File: src/rtl/vfu_issue_queue_if.sv
// Dispatch/execute/write-back signal bundle for one vfu_issue_queue instance.
// master: the surrounding pipeline (dispatch, execution unit, write-back).
// slave : the issue queue itself.
interface vfu_issue_queue_if #(
  parameter int unsigned REQ_W = 64
);
  // Dispatch request
  logic             req_valid;
  logic             req_ready;
  logic [2:0]       req_id;
  logic [1:0]       req_lmul;
  logic             req_wr_vd;
  logic [REQ_W-1:0] req_data;
  // Beat stream to the execution unit
  logic             ex_valid;
  logic             ex_ready;
  logic [2:0]       ex_id;
  logic [2:0]       ex_beat;
  logic             ex_last;
  logic [REQ_W-1:0] ex_data;
  // Write-back observation
  logic             wb_valid;
  logic             wb_last;
  logic [2:0]       wb_id;
  // Scoreboard completion strobes
  logic             resp_vs_valid;
  logic             resp_vd_valid;
  logic [2:0]       resp_id;
  logic [2:0]       resp_vd_id;
  logic             err;

  modport master (
    output req_valid, req_id, req_lmul, req_wr_vd, req_data,
    output ex_ready, wb_valid, wb_last, wb_id,
    input  req_ready, ex_valid, ex_id, ex_beat, ex_last, ex_data,
    input  resp_vs_valid, resp_vd_valid, resp_id, resp_vd_id, err
  );

  modport slave (
    input  req_valid, req_id, req_lmul, req_wr_vd, req_data,
    input  ex_ready, wb_valid, wb_last, wb_id,
    output req_ready, ex_valid, ex_id, ex_beat, ex_last, ex_data,
    output resp_vs_valid, resp_vd_valid, resp_id, resp_vd_id, err
  );
endinterface

File: src/rtl/vfu_issue_queue.sv
// Per-functional-unit vector issue queue: buffers dispatched instructions,
// sequences one beat per LMUL register to the execution unit, and returns
// source-read (vs) and destination-write (vd) completion strobes in order.
// Optional feature: define VFU_IS_BYPASS_EN to present a request as beat 0
// in the same cycle when the instruction queue is empty.
module vfu_issue_queue #(
  parameter int unsigned DEPTH    = 4,
  parameter int unsigned CQ_DEPTH = 4,
  parameter int unsigned REQ_W    = 64
) (
  input  logic             clk,
  input  logic             rst,
  vfu_issue_queue_if.slave bus
);

  localparam int unsigned IQ_AW = $clog2(DEPTH);
  localparam int unsigned IQ_PW = IQ_AW + 1;
  localparam int unsigned CQ_AW = $clog2(CQ_DEPTH);
  localparam int unsigned CQ_PW = CQ_AW + 1;

`ifdef VFU_IS_BYPASS_EN
  localparam bit BYPASS_EN = 1'b1;
`else
  localparam bit BYPASS_EN = 1'b0;
`endif

  typedef struct packed {
    logic [2:0]       id;
    logic [1:0]       lmul;
    logic             wr_vd;
    logic [REQ_W-1:0] data;
  } iq_entry_t;

  typedef struct packed {
    logic [2:0] id;
    logic       wr_vd;
  } cq_entry_t;

  typedef enum logic {S_IDLE = 1'b0, S_ISSUE = 1'b1} state_e;

  state_e           state_q, state_d;
  iq_entry_t        iq_mem [DEPTH];
  cq_entry_t        cq_mem [CQ_DEPTH];
  logic [IQ_PW-1:0] iq_wr_q, iq_wr_d, iq_rd_q, iq_rd_d;
  logic [CQ_PW-1:0] cq_wr_q, cq_wr_d, cq_rd_q, cq_rd_d;
  logic [2:0]       beat_q, beat_d;
  logic             resp_vs_q, resp_vs_d, resp_vd_q, resp_vd_d;
  logic [2:0]       resp_id_q, resp_id_d, resp_vd_id_q, resp_vd_id_d;
  logic             err_q, err_d;

  iq_entry_t  iq_head, req_entry, src;
  cq_entry_t  cq_head;
  logic       iq_empty, iq_full, cq_empty, cq_full;
  logic       src_valid, beat_last, ex_valid_c;
  logic [2:0] ex_id_c, ex_beat_c;
  logic       ex_last_c;
  logic [REQ_W-1:0] ex_data_c;
  logic       ex_fire, last_fire, byp_done, iq_push, iq_pop;
  logic       wb_last_ev, wb_match, cq_retire, err_ev;

  // Queue status and head views
  assign iq_empty = (iq_wr_q == iq_rd_q);
  assign iq_full  = (iq_wr_q[IQ_PW-1] != iq_rd_q[IQ_PW-1]) &&
                    (iq_wr_q[IQ_AW-1:0] == iq_rd_q[IQ_AW-1:0]);
  assign cq_empty = (cq_wr_q == cq_rd_q);
  assign cq_full  = (cq_wr_q[CQ_PW-1] != cq_rd_q[CQ_PW-1]) &&
                    (cq_wr_q[CQ_AW-1:0] == cq_rd_q[CQ_AW-1:0]);
  assign iq_head  = iq_mem[iq_rd_q[IQ_AW-1:0]];
  assign cq_head  = cq_mem[cq_rd_q[CQ_AW-1:0]];
  assign req_entry = '{id: bus.req_id, lmul: bus.req_lmul,
                       wr_vd: bus.req_wr_vd, data: bus.req_data};

  // Sequencer state register
  always_ff @(posedge clk or posedge rst) begin
    if (rst) state_q <= S_IDLE;
    else     state_q <= state_d;
  end

  // Sequencer next state: issuing whenever the instruction queue holds an entry
  always_comb begin
    state_d = state_q;
    if (iq_wr_d != iq_rd_d) state_d = S_ISSUE;
    else                    state_d = S_IDLE;
  end

  // Sequencer outputs: select the beat source and withhold a last beat on CQ full
  always_comb begin
    src_valid = 1'b0;
    src       = iq_head;
    unique case (state_q)
      S_ISSUE: src_valid = 1'b1;
      S_IDLE: begin
        if (BYPASS_EN) begin
          src_valid = bus.req_valid;
          src       = req_entry;
        end
      end
      default: ;
    endcase
    beat_last  = (beat_q == 3'((4'd1 << src.lmul) - 4'd1));
    ex_valid_c = src_valid & ~(beat_last & cq_full);
    ex_id_c    = src_valid ? src.id : 3'd0;
    ex_beat_c  = src_valid ? beat_q : 3'd0;
    ex_last_c  = src_valid & beat_last;
    ex_data_c  = src_valid ? src.data : '0;
  end

  assign bus.req_ready     = ~iq_full;
  assign bus.ex_valid      = ex_valid_c;
  assign bus.ex_id         = ex_id_c;
  assign bus.ex_beat       = ex_beat_c;
  assign bus.ex_last       = ex_last_c;
  assign bus.ex_data       = ex_data_c;
  assign bus.resp_vs_valid = resp_vs_q;
  assign bus.resp_vd_valid = resp_vd_q;
  assign bus.resp_id       = resp_id_q;
  assign bus.resp_vd_id    = resp_vd_id_q;
  assign bus.err           = err_q;

  // Handshake events; a bypassed single-beat request never enters the IQ
  assign ex_fire    = ex_valid_c & bus.ex_ready;
  assign last_fire  = ex_fire & beat_last;
  assign byp_done   = BYPASS_EN & (state_q == S_IDLE) & last_fire;
  assign iq_push    = bus.req_valid & ~iq_full & ~byp_done;
  assign iq_pop     = last_fire & (state_q == S_ISSUE);
  assign wb_last_ev = bus.wb_valid & bus.wb_last;
  assign wb_match   = wb_last_ev & ~cq_empty & cq_head.wr_vd & (bus.wb_id == cq_head.id);
  assign cq_retire  = ~cq_empty & (~cq_head.wr_vd | wb_match);
  assign err_ev     = wb_last_ev & ~wb_match;

  // Next-state for pointers, beat counter and completion strobes
  always_comb begin
    iq_wr_d      = iq_wr_q + IQ_PW'(iq_push);
    iq_rd_d      = iq_rd_q + IQ_PW'(iq_pop);
    cq_wr_d      = cq_wr_q + CQ_PW'(last_fire);
    cq_rd_d      = cq_rd_q + CQ_PW'(cq_retire);
    beat_d       = beat_q;
    resp_vs_d    = last_fire;
    resp_id_d    = resp_id_q;
    resp_vd_d    = cq_retire;
    resp_vd_id_d = resp_vd_id_q;
    err_d        = err_q | err_ev;
    if (last_fire)    beat_d = 3'd0;
    else if (ex_fire) beat_d = beat_q + 3'd1;
    if (last_fire)    resp_id_d = src.id;
    if (cq_retire)    resp_vd_id_d = cq_head.id;
  end

  // Control registers, cleared by reset
  always_ff @(posedge clk or posedge rst) begin
    if (rst) begin
      iq_wr_q      <= '0;
      iq_rd_q      <= '0;
      cq_wr_q      <= '0;
      cq_rd_q      <= '0;
      beat_q       <= 3'd0;
      resp_vs_q    <= 1'b0;
      resp_id_q    <= 3'd0;
      resp_vd_q    <= 1'b0;
      resp_vd_id_q <= 3'd0;
      err_q        <= 1'b0;
    end else begin
      iq_wr_q      <= iq_wr_d;
      iq_rd_q      <= iq_rd_d;
      cq_wr_q      <= cq_wr_d;
      cq_rd_q      <= cq_rd_d;
      beat_q       <= beat_d;
      resp_vs_q    <= resp_vs_d;
      resp_id_q    <= resp_id_d;
      resp_vd_q    <= resp_vd_d;
      resp_vd_id_q <= resp_vd_id_d;
      err_q        <= err_d;
    end
  end

  // Queue storage; contents are meaningful only between the pointers
  always_ff @(posedge clk) begin
    if (iq_push)   iq_mem[iq_wr_q[IQ_AW-1:0]] <= req_entry;
    if (last_fire) cq_mem[cq_wr_q[CQ_AW-1:0]] <= '{id: src.id, wr_vd: src.wr_vd};
  end

endmodule

File: src/flat_wrapper.sv
// flat-port wrapper written by rule: the top's interface ports become plain ports
module vfu_issue_queue_flat 
#(
  parameter int unsigned DEPTH    = 4,
  parameter int unsigned CQ_DEPTH = 4,
  parameter int unsigned REQ_W    = 64
)
  (clk, rst, bus_req_valid, bus_req_id, bus_req_lmul, bus_req_wr_vd, bus_req_data, bus_ex_ready, bus_wb_valid, bus_wb_last, bus_wb_id, bus_req_ready, bus_ex_valid, bus_ex_id, bus_ex_beat, bus_ex_last, bus_ex_data, bus_resp_vs_valid, bus_resp_vd_valid, bus_resp_id, bus_resp_vd_id, bus_err);
  vfu_issue_queue_if #(.REQ_W(REQ_W)) bus_i ();
  input  logic clk;
  input  logic rst;
  input wire logic [$bits(bus_i.req_valid)-1:0] bus_req_valid;
  input wire logic [$bits(bus_i.req_id)-1:0] bus_req_id;
  input wire logic [$bits(bus_i.req_lmul)-1:0] bus_req_lmul;
  input wire logic [$bits(bus_i.req_wr_vd)-1:0] bus_req_wr_vd;
  input wire logic [$bits(bus_i.req_data)-1:0] bus_req_data;
  input wire logic [$bits(bus_i.ex_ready)-1:0] bus_ex_ready;
  input wire logic [$bits(bus_i.wb_valid)-1:0] bus_wb_valid;
  input wire logic [$bits(bus_i.wb_last)-1:0] bus_wb_last;
  input wire logic [$bits(bus_i.wb_id)-1:0] bus_wb_id;
  output wire logic [$bits(bus_i.req_ready)-1:0] bus_req_ready;
  output wire logic [$bits(bus_i.ex_valid)-1:0] bus_ex_valid;
  output wire logic [$bits(bus_i.ex_id)-1:0] bus_ex_id;
  output wire logic [$bits(bus_i.ex_beat)-1:0] bus_ex_beat;
  output wire logic [$bits(bus_i.ex_last)-1:0] bus_ex_last;
  output wire logic [$bits(bus_i.ex_data)-1:0] bus_ex_data;
  output wire logic [$bits(bus_i.resp_vs_valid)-1:0] bus_resp_vs_valid;
  output wire logic [$bits(bus_i.resp_vd_valid)-1:0] bus_resp_vd_valid;
  output wire logic [$bits(bus_i.resp_id)-1:0] bus_resp_id;
  output wire logic [$bits(bus_i.resp_vd_id)-1:0] bus_resp_vd_id;
  output wire logic [$bits(bus_i.err)-1:0] bus_err;
  assign bus_i.req_valid = bus_req_valid;
  assign bus_i.req_id = bus_req_id;
  assign bus_i.req_lmul = bus_req_lmul;
  assign bus_i.req_wr_vd = bus_req_wr_vd;
  assign bus_i.req_data = bus_req_data;
  assign bus_i.ex_ready = bus_ex_ready;
  assign bus_i.wb_valid = bus_wb_valid;
  assign bus_i.wb_last = bus_wb_last;
  assign bus_i.wb_id = bus_wb_id;
  assign bus_req_ready = bus_i.req_ready;
  assign bus_ex_valid = bus_i.ex_valid;
  assign bus_ex_id = bus_i.ex_id;
  assign bus_ex_beat = bus_i.ex_beat;
  assign bus_ex_last = bus_i.ex_last;
  assign bus_ex_data = bus_i.ex_data;
  assign bus_resp_vs_valid = bus_i.resp_vs_valid;
  assign bus_resp_vd_valid = bus_i.resp_vd_valid;
  assign bus_resp_id = bus_i.resp_id;
  assign bus_resp_vd_id = bus_i.resp_vd_id;
  assign bus_err = bus_i.err;
  vfu_issue_queue #(.DEPTH(DEPTH), .CQ_DEPTH(CQ_DEPTH), .REQ_W(REQ_W)) u_core (.clk(clk), .rst(rst), .bus(bus_i));
endmodule
File: config.mk
export PLATFORM = sky130hd
export DESIGN_NAME = vfu_issue_queue_flat
export DESIGN_NICKNAME = d
export VERILOG_FILES = /design/src/rtl/vfu_issue_queue_if.sv /design/src/rtl/vfu_issue_queue.sv /design/src/flat_wrapper.sv
export SDC_FILE = /design/constraint.sdc
export NUM_CORES = 1
export LEC_CHECK = 0
export CAP_MARGIN = 10
export CORE_ASPECT_RATIO = 0.7
export CORE_MARGIN = 2
export CORE_UTILIZATION = 50
export DETAILED_ROUTE_END_ITERATION = 12
export PLACE_DENSITY_LB_ADDON = 0.3
export SYNTH_ARGS = -nofsm -noshare
export SYNTH_HDL_FRONTEND = slang
export SYNTH_SLANG_ARGS = --single-unit
File: constraint.sdc
create_clock -name clk -period 6.4 [get_ports clk]
set_input_delay 0.96 -clock clk [delete_from_list [all_inputs] [get_ports clk]]
set_output_delay 0.96 -clock clk [all_outputs]
set_load 0.05 [all_outputs]
==> results of run 1 <==
worst paths after layout:
| path | start | endpoint | slack (ns) |
|---|---|---|---|
| max in group asynchronous | rst | u_core.iq_rd_q[1] | 4.71 |
| worst max register to register | u_core.iq_rd_q[0] | u_core.iq_mem[2][12] | 2.40 |
| worst max-delay path | u_core.iq_rd_q[0] | bus_ex_valid | 1.45 |
| min in group asynchronous | rst | u_core.bus.resp_id[2] | 0.97 |
| worst min register to register | u_core.bus.err | u_core.bus.err | 0.47 |
| worst min-delay path | u_core.bus.err | u_core.bus.err | 0.47 |
state kept, by name (all words and copies together) (netlist names):
name                      cells
u_core.bus.resp_vd_id         3
u_core.iq_wr_q                3
u_core.bus.resp_vs_valid      1
u_core.cq_rd_q                3
u_core.bus.resp_vd_valid      1
u_core.cq_mem                16
u_core.bus.err                1
u_core.iq_rd_q                3
u_core.beat_q                 3
u_core.bus.resp_id            3
u_core.iq_mem               280
u_core.state_q                1
u_core.cq_wr_q                3
layout by cell type (no fill, tap or decap), drive strengths merged, types with 4 or more instances in the layout:
cell / count
clkbuf: 45
edfxtp: 296
buf: 7
ha: 9
mux2: 6
clkinv: 7
clkdlybuf4s50: 160
xor2: 13
nor2: 5
nand2: 4
xnor2: 4
and2: 72
mux4: 74
dfrtp: 25
cell usage after synthesis, types with 2 or more instances:
cell      instances
xnor2_1           4
and2_1           71
inv_1             3
edfxtp_1        296
nor2_1            4
mux4_2           74
nor4b_1           2
and3_1            2
mux2_2            6
nand2_1           4
nor4_1            2
xor2_1           13
clkbuf_1         14
nand3_1           3
nor3b_1           2
buf_1             2
ha_1              9
buf_2             8
nor3_1            2
dfrtp_1          25
routing by layer:
metal,part of all wire (%),track usage (%),up-vias
met2,48,29.5,180
met4,1.7,3.82,0
li1,-,-,2644
met5,0,0,-
met3,6.3,3.70,28
met1,44,25.5,3044
worst max-delay path: cells and delay by family, from the launching register on:
family,cells,cell delay [ns]
compound gates,3,0.88
flops,1,0.89
buf+inv,1,0.83
mux,1,0.66
xor+xnor,1,0.20
cell type report:
type | count | share of cell area, %
Sequential cell | 321 | 62.1
Multi-Input combinational cell | 217 | 18.2
Timing Repair Buffer | 167 | 11.0
Clock buffer | 45 | 5.66
Tap cell | 325 | 2.65
Clock inverter | 8 | 0.375
Inverter | 3 | 0.0734
stage by stage:
| stage | hold slack (ns) | total power [mW] | setup WS, ns | utilization, % | instances |
|---|---|---|---|---|---|
| after floorplan | 0.461 | 5.77 | 1.38 | - | 566 |
| after global placement | 0.455 | 6.87 | 2.01 | 58.8 | 1033 |
| after detailed placement | 0.457 | 6.95 | 1.95 | 58.8 | 1033 |
| after CTS | 0.471 | 8.63 | 1.38 | 62.6 | 1086 |
| after global routing | 0.481 | 8.89 | 1.24 | 62.6 | 1086 |
| final | 0.467 | 8.53 | 1.45 | 62.6 | 1086 |
logic make-up (layout without fill, tap and decap cells):
group	Yosys count	count (layout)	synth area share, %
AOI/OAI and AO/OA	12	12	1.02
xor gates and xnor gates	17	17	1.20
adders and majority gates	9	9	0.909
buffers and inverters	28	223	0.990
DFF	321	321	76.8
muxes	80	80	14.0
and+or+nand+nor	99	99	5.11
power by group through the flow:
stage / clock network (mW) / logic [mW] / registers (mW)
after floorplan: 0 / 2.62 / 3.15
after global placement: 0 / 3.73 / 3.15
after detailed placement: 0 / 3.76 / 3.19
after CTS: 1.70 / 3.78 / 3.15
after global routing: 1.77 / 3.93 / 3.19
final: 1.67 / 3.73 / 3.14
==> flow_summary_export.csv, run 1 <==
group,metric,value,unit
yosys,syn_avg_cell_area,21.9,µm²
die,row_count,48,
worst_setup_path,cp.arrival,3.99,ns
yosys,synth.largest_area_cell,"edfxtp_1",
clock_tree,clock_sinks,321,
yosys,synth_cell_type_count,40,
sta,finalHoldViolations,0,
drt,drt_wl_total,23.3,mm
finish,regArea,0.00952,mm²
global_routing,grt_max_degree,71,
drt,wl_per_cell,21.4,µm
drt,drt_iter0_drc,361,
global_routing,antenna_found_initial,0,
sta,rsz0062_at_grt,"false",
die,die_h,136,µm
yosys,yosysWarnings,0,
drt,viasPerCell,5.43,
die,dieWidth,192,µm
sta,max_freq,202,MHz
worst_setup_path,cp-start-kind,"register",
clock_tree,cts_hold_buf,0,
sta,tns,0,ns
sta,min_period_over_period,77.3,%
clock_tree,clk_pin_slew,0.06,ns
yosys,synthFlopType,"edfxtp_1",
finish,multiInputGateArea,0.00279,mm²
global_routing,overflow,0,
worst_setup_path,ff2ff_path_depth,7,
worst_setup_path,path_cells,"mux4_2 -> xnor2_1 -> a311oi_4 -> o21bai_4 -> o41a_1 -> clkdlybuf4s50_1",
global_routing,grt_pass1_vias,6245,
yosys,syn_area,0.0124,mm²
drt,ant_nets,0,
die,initial_core_util,50.6,%
yosys,synth_cells,566,
die,core-area,0.0245,mm²
clock_tree,cts_buffers,29,
power,switching_share,37.9,%
min_path,hold_class,"reg2reg",
worst_setup_path,max_stage_delay,0.89,ns
global_routing,grt_usage,18.0,%
placed_design,io_buffers,160,
power,combinationalPowerShare,43.7,%
clock_tree,cts_tree,"done",
yosys,synthTopCellsByArea,"edfxtp_1 72%, mux4_2 13%, dfrtp_1 5.0%, and2_1 3.6%, xor2_1 0.92%",
die,num_io_pins,161,
placed_design,dpl-instance-area,0.0144,mm²
worst_setup_path,crit_type,"reg2out",
worst_setup_path,worstPathMaxFanout,35,
drt,drc,0,
yosys,synthArstFlopShare,7.79,%
min_path,hold_path_depth,1,
clock_tree,cts-resized-gates,0,
power,p_int,5.30,mW
yosys,syn-num-nets,654,
finish,area_growth,23.7,%
finish,diodes,0,
sta,fin_skew,0.0153,ns
sta,final.min_clock_period,4.95,ns
power,switchingPower,3.23,mW
power,seqPwrFrac,36.8,%
yosys,ys_ff_latch,321,
drt,drtPass1Iterations,4,
worst_setup_path,crit_path_end_kind,"output port",
drt,num_vias,5896,
clock_tree,clock_latency,0.54,ns
worst_setup_path,critPathSlowestCell,"dfrtp_4",
yosys,yosysSeqAreaShare,76.8,%
clock_tree,cts-root-buf,"clkbuf_16",
power,leakagePower,5.04,nW
sta,setup_viol,0,
finish,finish.instance_area,0.0153,mm²
job,maxCapViolations,0,
placed_design,gp_congestion,0.764,
power,p_clk_share,19.5,%
finish,drive_gt1_share,18.3,%
global_routing,grt_pass1_wl,35.5,mm
clock_tree,clock_path_buffers,3,
die,dieArea,0.0261,mm²
sta,slew_headroom,25.9,%
clock_tree,htreeDepth,1,
placed_design,dpl.hpwl,14.0,mm
yosys,synth_edf_count,296,
finish,fin_nets,827,
worst_setup_path,required,5.44,ns
power,p_per_area,557,mW/mm²
run_status,status,"completed",
sta,worst_slew_pin_slew,1.10,ns
clock_tree,cts_setup_buffers,0,
power,irDropWorstVdd,0.403,mV
yosys,synth_top_area_share,71.7,%
sta,maxSlewViolCount,0,
finish,nFillCells,1697,
Note: power is estimated with default switching activity, not from simulation.
==> run 2, diff against run 1 <==
==> constraint.sdc (replaced) <==
create_clock -name clk -period 4.5 [get_ports clk]
set_input_delay 0.675 -clock clk [delete_from_list [all_inputs] [get_ports clk]]
set_output_delay 0.675 -clock clk [all_outputs]
set_load 0.05 [all_outputs]
==> run 2 against run 1 <==
Sequential share of layout area decreased by 0.34 points; combinational power increased by 46%; total power increased by 43%; sequential power increased by 39%; core utilization increased by 0.34 points; largest cell class unchanged; hold slack improved by 0.024 ns; worst setup slack got worse by 0.99 ns; final area increased by 0.55%; largest power group unchanged; final cell count increased by 0.92%; clock skew increased by 0.0013 ns; clock power increased by 44%; routed wire length about the same.
==> flow_summary_export.csv, run 2 (synthesized netlist as in run 1, its figures left out) <==
group,metric,value,unit
worst_setup_path,crit_path_end_kind,"output port",
die,dieWidth,192,µm
clock_tree,clock_sinks,321,
job,maxCapViolations,0,
finish,area_growth,24.4,%
min_path,holdPathEnd,"u_core.cq_wr_q[2]",
global_routing,grt_pass1_vias,6452,
drt,ant_nets,0,
finish,drive_gt1_share,18.9,%
sta,final.min_clock_period,4.04,ns
power,p_per_area,793,mW/mm²
clock_tree,cts-resized-gates,0,
sta,rsz0062_at_grt,"false",
power,finalPower,12.2,mW
worst_setup_path,r2r-end,"u_core.iq_mem[0][59]",
finish,instances_no_fill,1096,
clock_tree,htreeDepth,1,
die,dieArea,0.0261,mm²
power,seqPwrFrac,35.7,%
power,p_clk_share,19.7,%
placed_design,io_buffers,160,
clock_tree,cts_setup_buffers,0,
power,switchingPower,4.65,mW
finish,layout.cells.most_common,"edfxtp_1",
drt,drc,0,
sta,postLayoutSetupSlackWorst,0.456,ns
power,leakagePower,5.08,nW
finish,fin_nets,834,
die,num_io_pins,161,
die,initial_core_util,50.6,%
clock_tree,cts_buffers,31,
sta,slew_headroom,29.5,%
worst_setup_path,required,3.83,ns
run_status,status,"completed",
worst_setup_path,cp.arrival,3.37,ns
global_routing,grt_max_degree,71,
sta,finalHoldViolations,0,
clock_tree,clock_latency,0.55,ns
worst_setup_path,rr_startpoint,"u_core.iq_rd_q[1]",
drt,drt_wl_total,23.3,mm
drt,wl_per_cell,21.2,µm
finish,layout_common_cells,"296 x edfxtp_1, 160 x clkdlybuf4s50_1, 74 x mux4_2, 71 x and2_1, 31 x clkbuf_16",
finish,multiInputGateArea,0.00279,mm²
die,die_h,136,µm
sta,setup_viol,0,
worst_setup_path,critPathSlowestCell,"clkdlybuf4s50_1",
placed_design,dpl-instance-area,0.0145,mm²
sta,worst_slew_pin_slew,1.04,ns
finish,largest_reg_flops,280,
clock_tree,cts_hold_buf,0,
power,switching_share,38.0,%
clock_tree,cts_tree,"done",
worst_setup_path,max_stage_delay,0.80,ns
worst_setup_path,cp-start-kind,"register",
global_routing,grt_pass1_wl,36.0,mm
die,row_count,48,
global_routing,overflow,0,
worst_setup_path,worstPathMaxFanout,6,
drt,viasPerCell,5.45,
sta,min_period_over_period,89.9,%
sta,holdWs,0.491,ns
sta,fin_skew,0.0166,ns
global_routing,grt_usage,18.3,%
finish,final_util,62.9,%
sta,tns,0,ns
drt,num_vias,5974,
worst_setup_path,ff2ff_path_depth,6,
worst_setup_path,path_cells,"mux4_2 -> xnor2_1 -> a311oi_4 -> o21bai_4 -> o41a_1 -> clkdlybuf4s50_1",
power,irDropWorstVdd,0.541,mV
power,p_int,7.58,mW
clock_tree,clock_path_buffers,3,
sta,max_freq,247,MHz
power,combinationalPowerShare,44.5,%
finish,diodes,0,
min_path,hold_class,"reg2reg",
min_path,hold_path.startpoint,"u_core.cq_wr_q[2]",
global_routing,antenna_found_initial,0,
die,core-area,0.0245,mm²
drt,drtPass1Iterations,5,
min_path,hold_path_depth,1,
finish,regArea,0.00952,mm²
clock_tree,cts-root-buf,"clkbuf_16",
finish,finish.instance_area,0.0154,mm²
placed_design,dpl.hpwl,13.9,mm
worst_setup_path,r2r_slack,1.21,ns
clock_tree,clk_pin_slew,0.06,ns
worst_setup_path,crit_type,"reg2out",
placed_design,pre_cts_ws,1.01,ns
finish,nFillCells,1707,
drt,drt_iter0_drc,453,
placed_design,dp.cells,1038,
sta,maxSlewViolCount,0,
placed_design,gp_congestion,0.757,
[run 2: cell count changes in the layout (fill, tap and decap cells not counted)]
cell       delta
buf_12        +2
buf_4         +3
bufinv_16     +1
clkbuf_1      +1
clkbuf_8      -4
clkinv_1      +2
clkinv_2      +3
inv_6         +1
inv_8         +1
[run 2: cell type report]
class,count,share of cell area [%]
clock buffer,42,5.30
clock inverter,16,0.844
inverter,3,0.0730
multi-input combinational,217,18.1
sequential,321,61.8
tap,325,2.64
timing repair buffer,172,11.3
[run 2: worst max-delay path, delay by kind of cell (launching register included)]
| kind | cells | cell delay (ns) |
|---|---|---|
| buf+inv | 1 | 0.80 |
| flops | 1 | 0.45 |
| mux | 1 | 0.57 |
| compound gates | 3 | 0.81 |
| xor+xnor | 1 | 0.20 |
[run 2: worst max path at each step]
stage                                 start                   to  slack [ns]  cells past startpoint
final                     u_core.iq_rd_q[0]         bus_ex_valid        0.46                      6
after global routing      u_core.iq_rd_q[0]         bus_ex_valid        0.34                      6
after CTS                 u_core.iq_rd_q[0]         bus_ex_valid        0.42                      6
after detailed placement  u_core.iq_rd_q[0]         bus_ex_valid        1.01                      6
after global placement    u_core.iq_rd_q[0]         bus_ex_valid        1.04                      6
after floorplan           u_core.iq_rd_q[0]  u_core.iq_mem[0][0]       -0.27                      6
[run 2: power by group through the flow]
stage / clock network, mW / logic (mW) / registers [mW]
5_1_grt: 2.59 / 5.76 / 4.43
2_1_floorplan: 0 / 3.73 / 4.46
3_3_place_gp: 0 / 5.44 / 4.38
6_report: 2.41 / 5.45 / 4.37
4_1_cts: 2.47 / 5.53 / 4.38
3_5_place_dp: 0 / 5.50 / 4.43
[run 2: per-layer routing]
layer  wire (µm)  GRT usage [%]
met5           0              0
met4         367           3.94
met3        1810           4.30
met2       11200           30.2
met1        9890           25.1
==> run 3, diff against run 2 <==
--- a/config.mk
+++ b/config.mk
@@ -8,7 +8,8 @@
 export CAP_MARGIN = 10
 export CORE_ASPECT_RATIO = 0.7
 export CORE_MARGIN = 2
-export CORE_UTILIZATION = 50
+export CORE_UTILIZATION = 52
+export CTS_BUF_LIST = sky130_fd_sc_hd__clkbuf_2 sky130_fd_sc_hd__clkbuf_4 sky130_fd_sc_hd__clkbuf_8
 export DETAILED_ROUTE_END_ITERATION = 12
 export PLACE_DENSITY_LB_ADDON = 0.3
 export SYNTH_ARGS = -nofsm -noshare
==> run 3 against run 2 <==
Worst setup slack got worse by 0.0013 ns; combinational power decreased by 2%; routed wire length increased by 1.3%; sequential share of layout area increased by 0.27 points.
==> flow_summary_export.csv, run 3 (synthesized netlist as in run 1, its figures left out) <==
group,metric,value,unit
finish,diodes,0,
power,p_per_area,783,mW/mm²
clock_tree,clock_sinks,321,
finish,instances_no_fill,1118,
run_status,status,"completed",
clock_tree,cts_setup_buffers,0,
die,dieArea,0.0251,mm²
min_path,hold_class,"reg2reg",
worst_setup_path,cp.arrival,3.37,ns
worst_setup_path,required,3.83,ns
global_routing,grt_pass1_wl,36.5,mm
worst_setup_path,cp-start-kind,"register",
clock_tree,htreeDepth,2,
die,dieWidth,189,µm
sta,final.min_clock_period,4.04,ns
clock_tree,cts-resized-gates,0,
finish,fin_nets,850,
sta,worst_slew_pin_slew,1.09,ns
finish,largest_reg_flops,280,
clock_tree,cts_hold_buf,0,
sta,rsz0062_at_grt,"false",
finish,layout_common_cells,"296 x edfxtp_1, 159 x clkdlybuf4s50_1, 74 x mux4_2, 71 x and2_1, 50 x clkbuf_8",
finish,area_growth,23.9,%
drt,drt_wl_total,23.6,mm
drt,drtPass1Iterations,6,
global_routing,grt_usage,19.2,%
sta,maxSlewViolCount,0,
job,maxCapViolations,0,
finish,finish.instance_area,0.0153,mm²
clock_tree,clock_path_buffers,3,
worst_setup_path,crit_path_end_kind,"output port",
placed_design,io_buffers,160,
die,core-area,0.0235,mm²
global_routing,grt_pass1_vias,6653,
worst_setup_path,ff2ff_path_depth,6,
drt,wl_per_cell,21.1,µm
power,irDropWorstVdd,0.513,mV
global_routing,grt_max_degree,65,
clock_tree,cts_buffers,47,
sta,finalHoldViolations,0,
finish,nFillCells,1600,
global_routing,overflow,0,
placed_design,dp.cells,1031,
die,num_io_pins,161,
sta,min_period_over_period,89.9,%
drt,num_vias,6055,
placed_design,pre_cts_ws,1.02,ns
drt,drt_iter0_drc,372,
finish,drive_gt1_share,23.0,%
placed_design,gp_congestion,0.737,
finish,final_util,65.3,%
sta,setup_viol,0,
global_routing,antenna_found_initial,1,
die,row_count,47,
clock_tree,cts-root-buf,"clkbuf_8",
worst_setup_path,crit_type,"reg2out",
placed_design,dpl-instance-area,0.0144,mm²
drt,drc,0,
sta,postLayoutSetupSlackWorst,0.455,ns
sta,slew_headroom,26.5,%
min_path,hold_path_depth,1,
die,initial_core_util,52.7,%
finish,layout.cells.most_common,"edfxtp_1",
die,die_h,133,µm
sta,fin_skew,0.0185,ns
clock_tree,clock_latency,0.55,ns
power,leakagePower,5.10,nW
sta,max_freq,247,MHz
placed_design,dpl.hpwl,14.3,mm
drt,viasPerCell,5.42,
clock_tree,clk_pin_slew,0.07,ns
worst_setup_path,worstPathMaxFanout,30,
drt,ant_nets,0,
clock_tree,cts_tree,"done",
sta,holdWs,0.484,ns
run 3: report_power, final:
group | total [mW] | internal (mW) | switching [mW]
Clock | 2.24 | 1.19 | 1.04
Combinational | 5.35 | 2.10 | 3.26
Sequential | 4.43 | 4.08 | 0.350
Total | 12.0 | 7.37 | 4.65
run 3: area by class of cell:
type / instances / area [µm²] / share of cell area [%]
well taps: 318 / 398 / 2.59
clock buffers: 70 / 838 / 5.46
repair buffers: 172 / 1710 / 11.2
inverters: 3 / 11.3 / 0.0734
clock inverters: 17 / 77.6 / 0.505
flip-flops and latches: 321 / 9520 / 62.0
multi-input cells: 217 / 2790 / 18.2
run 3: per-layer routing:
metal  GRT usage (%)  up-vias  routed length (µm)
li1                -     2694                   -
met1            26.3     3102               10200
met2            30.5      217               11100
met3            5.58       40                1750
met4            5.56        2                 440
met5               0        -                  13
run 3: per-stage QoR:
stage | TNS, ns | total power, mW
after detailed placement | 0 | 9.90
after global placement | 0 | 9.78
after floorplan | -19.13 | 8.19
final | 0 | 12.0
after CTS | 0 | 12.2
after global routing | 0 | 12.6
run 3: critical path, stage by stage (launching register included):
cell and delay [ns]:
dfrtp_4 0.72, mux4_2 0.45, xnor2_1 0.30, a311oi_4 0.18, o21bai_4 0.24, nor2b_1 0.11, clkdlybuf4s50_1 0.81
run 3: final timing paths:
| check | slack, ns | startpoint | end |
|---|---|---|---|
| setup reg to reg | 1.21 | u_core.iq_rd_q[1] | u_core.iq_mem[3][44] |
| hold / removal | 0.48 | u_core.bus.err | u_core.bus.err |
| hold reg to reg | 0.48 | u_core.bus.err | u_core.bus.err |
| max in group asynchronous | 3.14 | rst | u_core.iq_rd_q[1] |
| setup / recovery | 0.46 | u_core.iq_rd_q[1] | bus_ex_last |
| min in group asynchronous | 0.67 | rst | u_core.beat_q[1] |
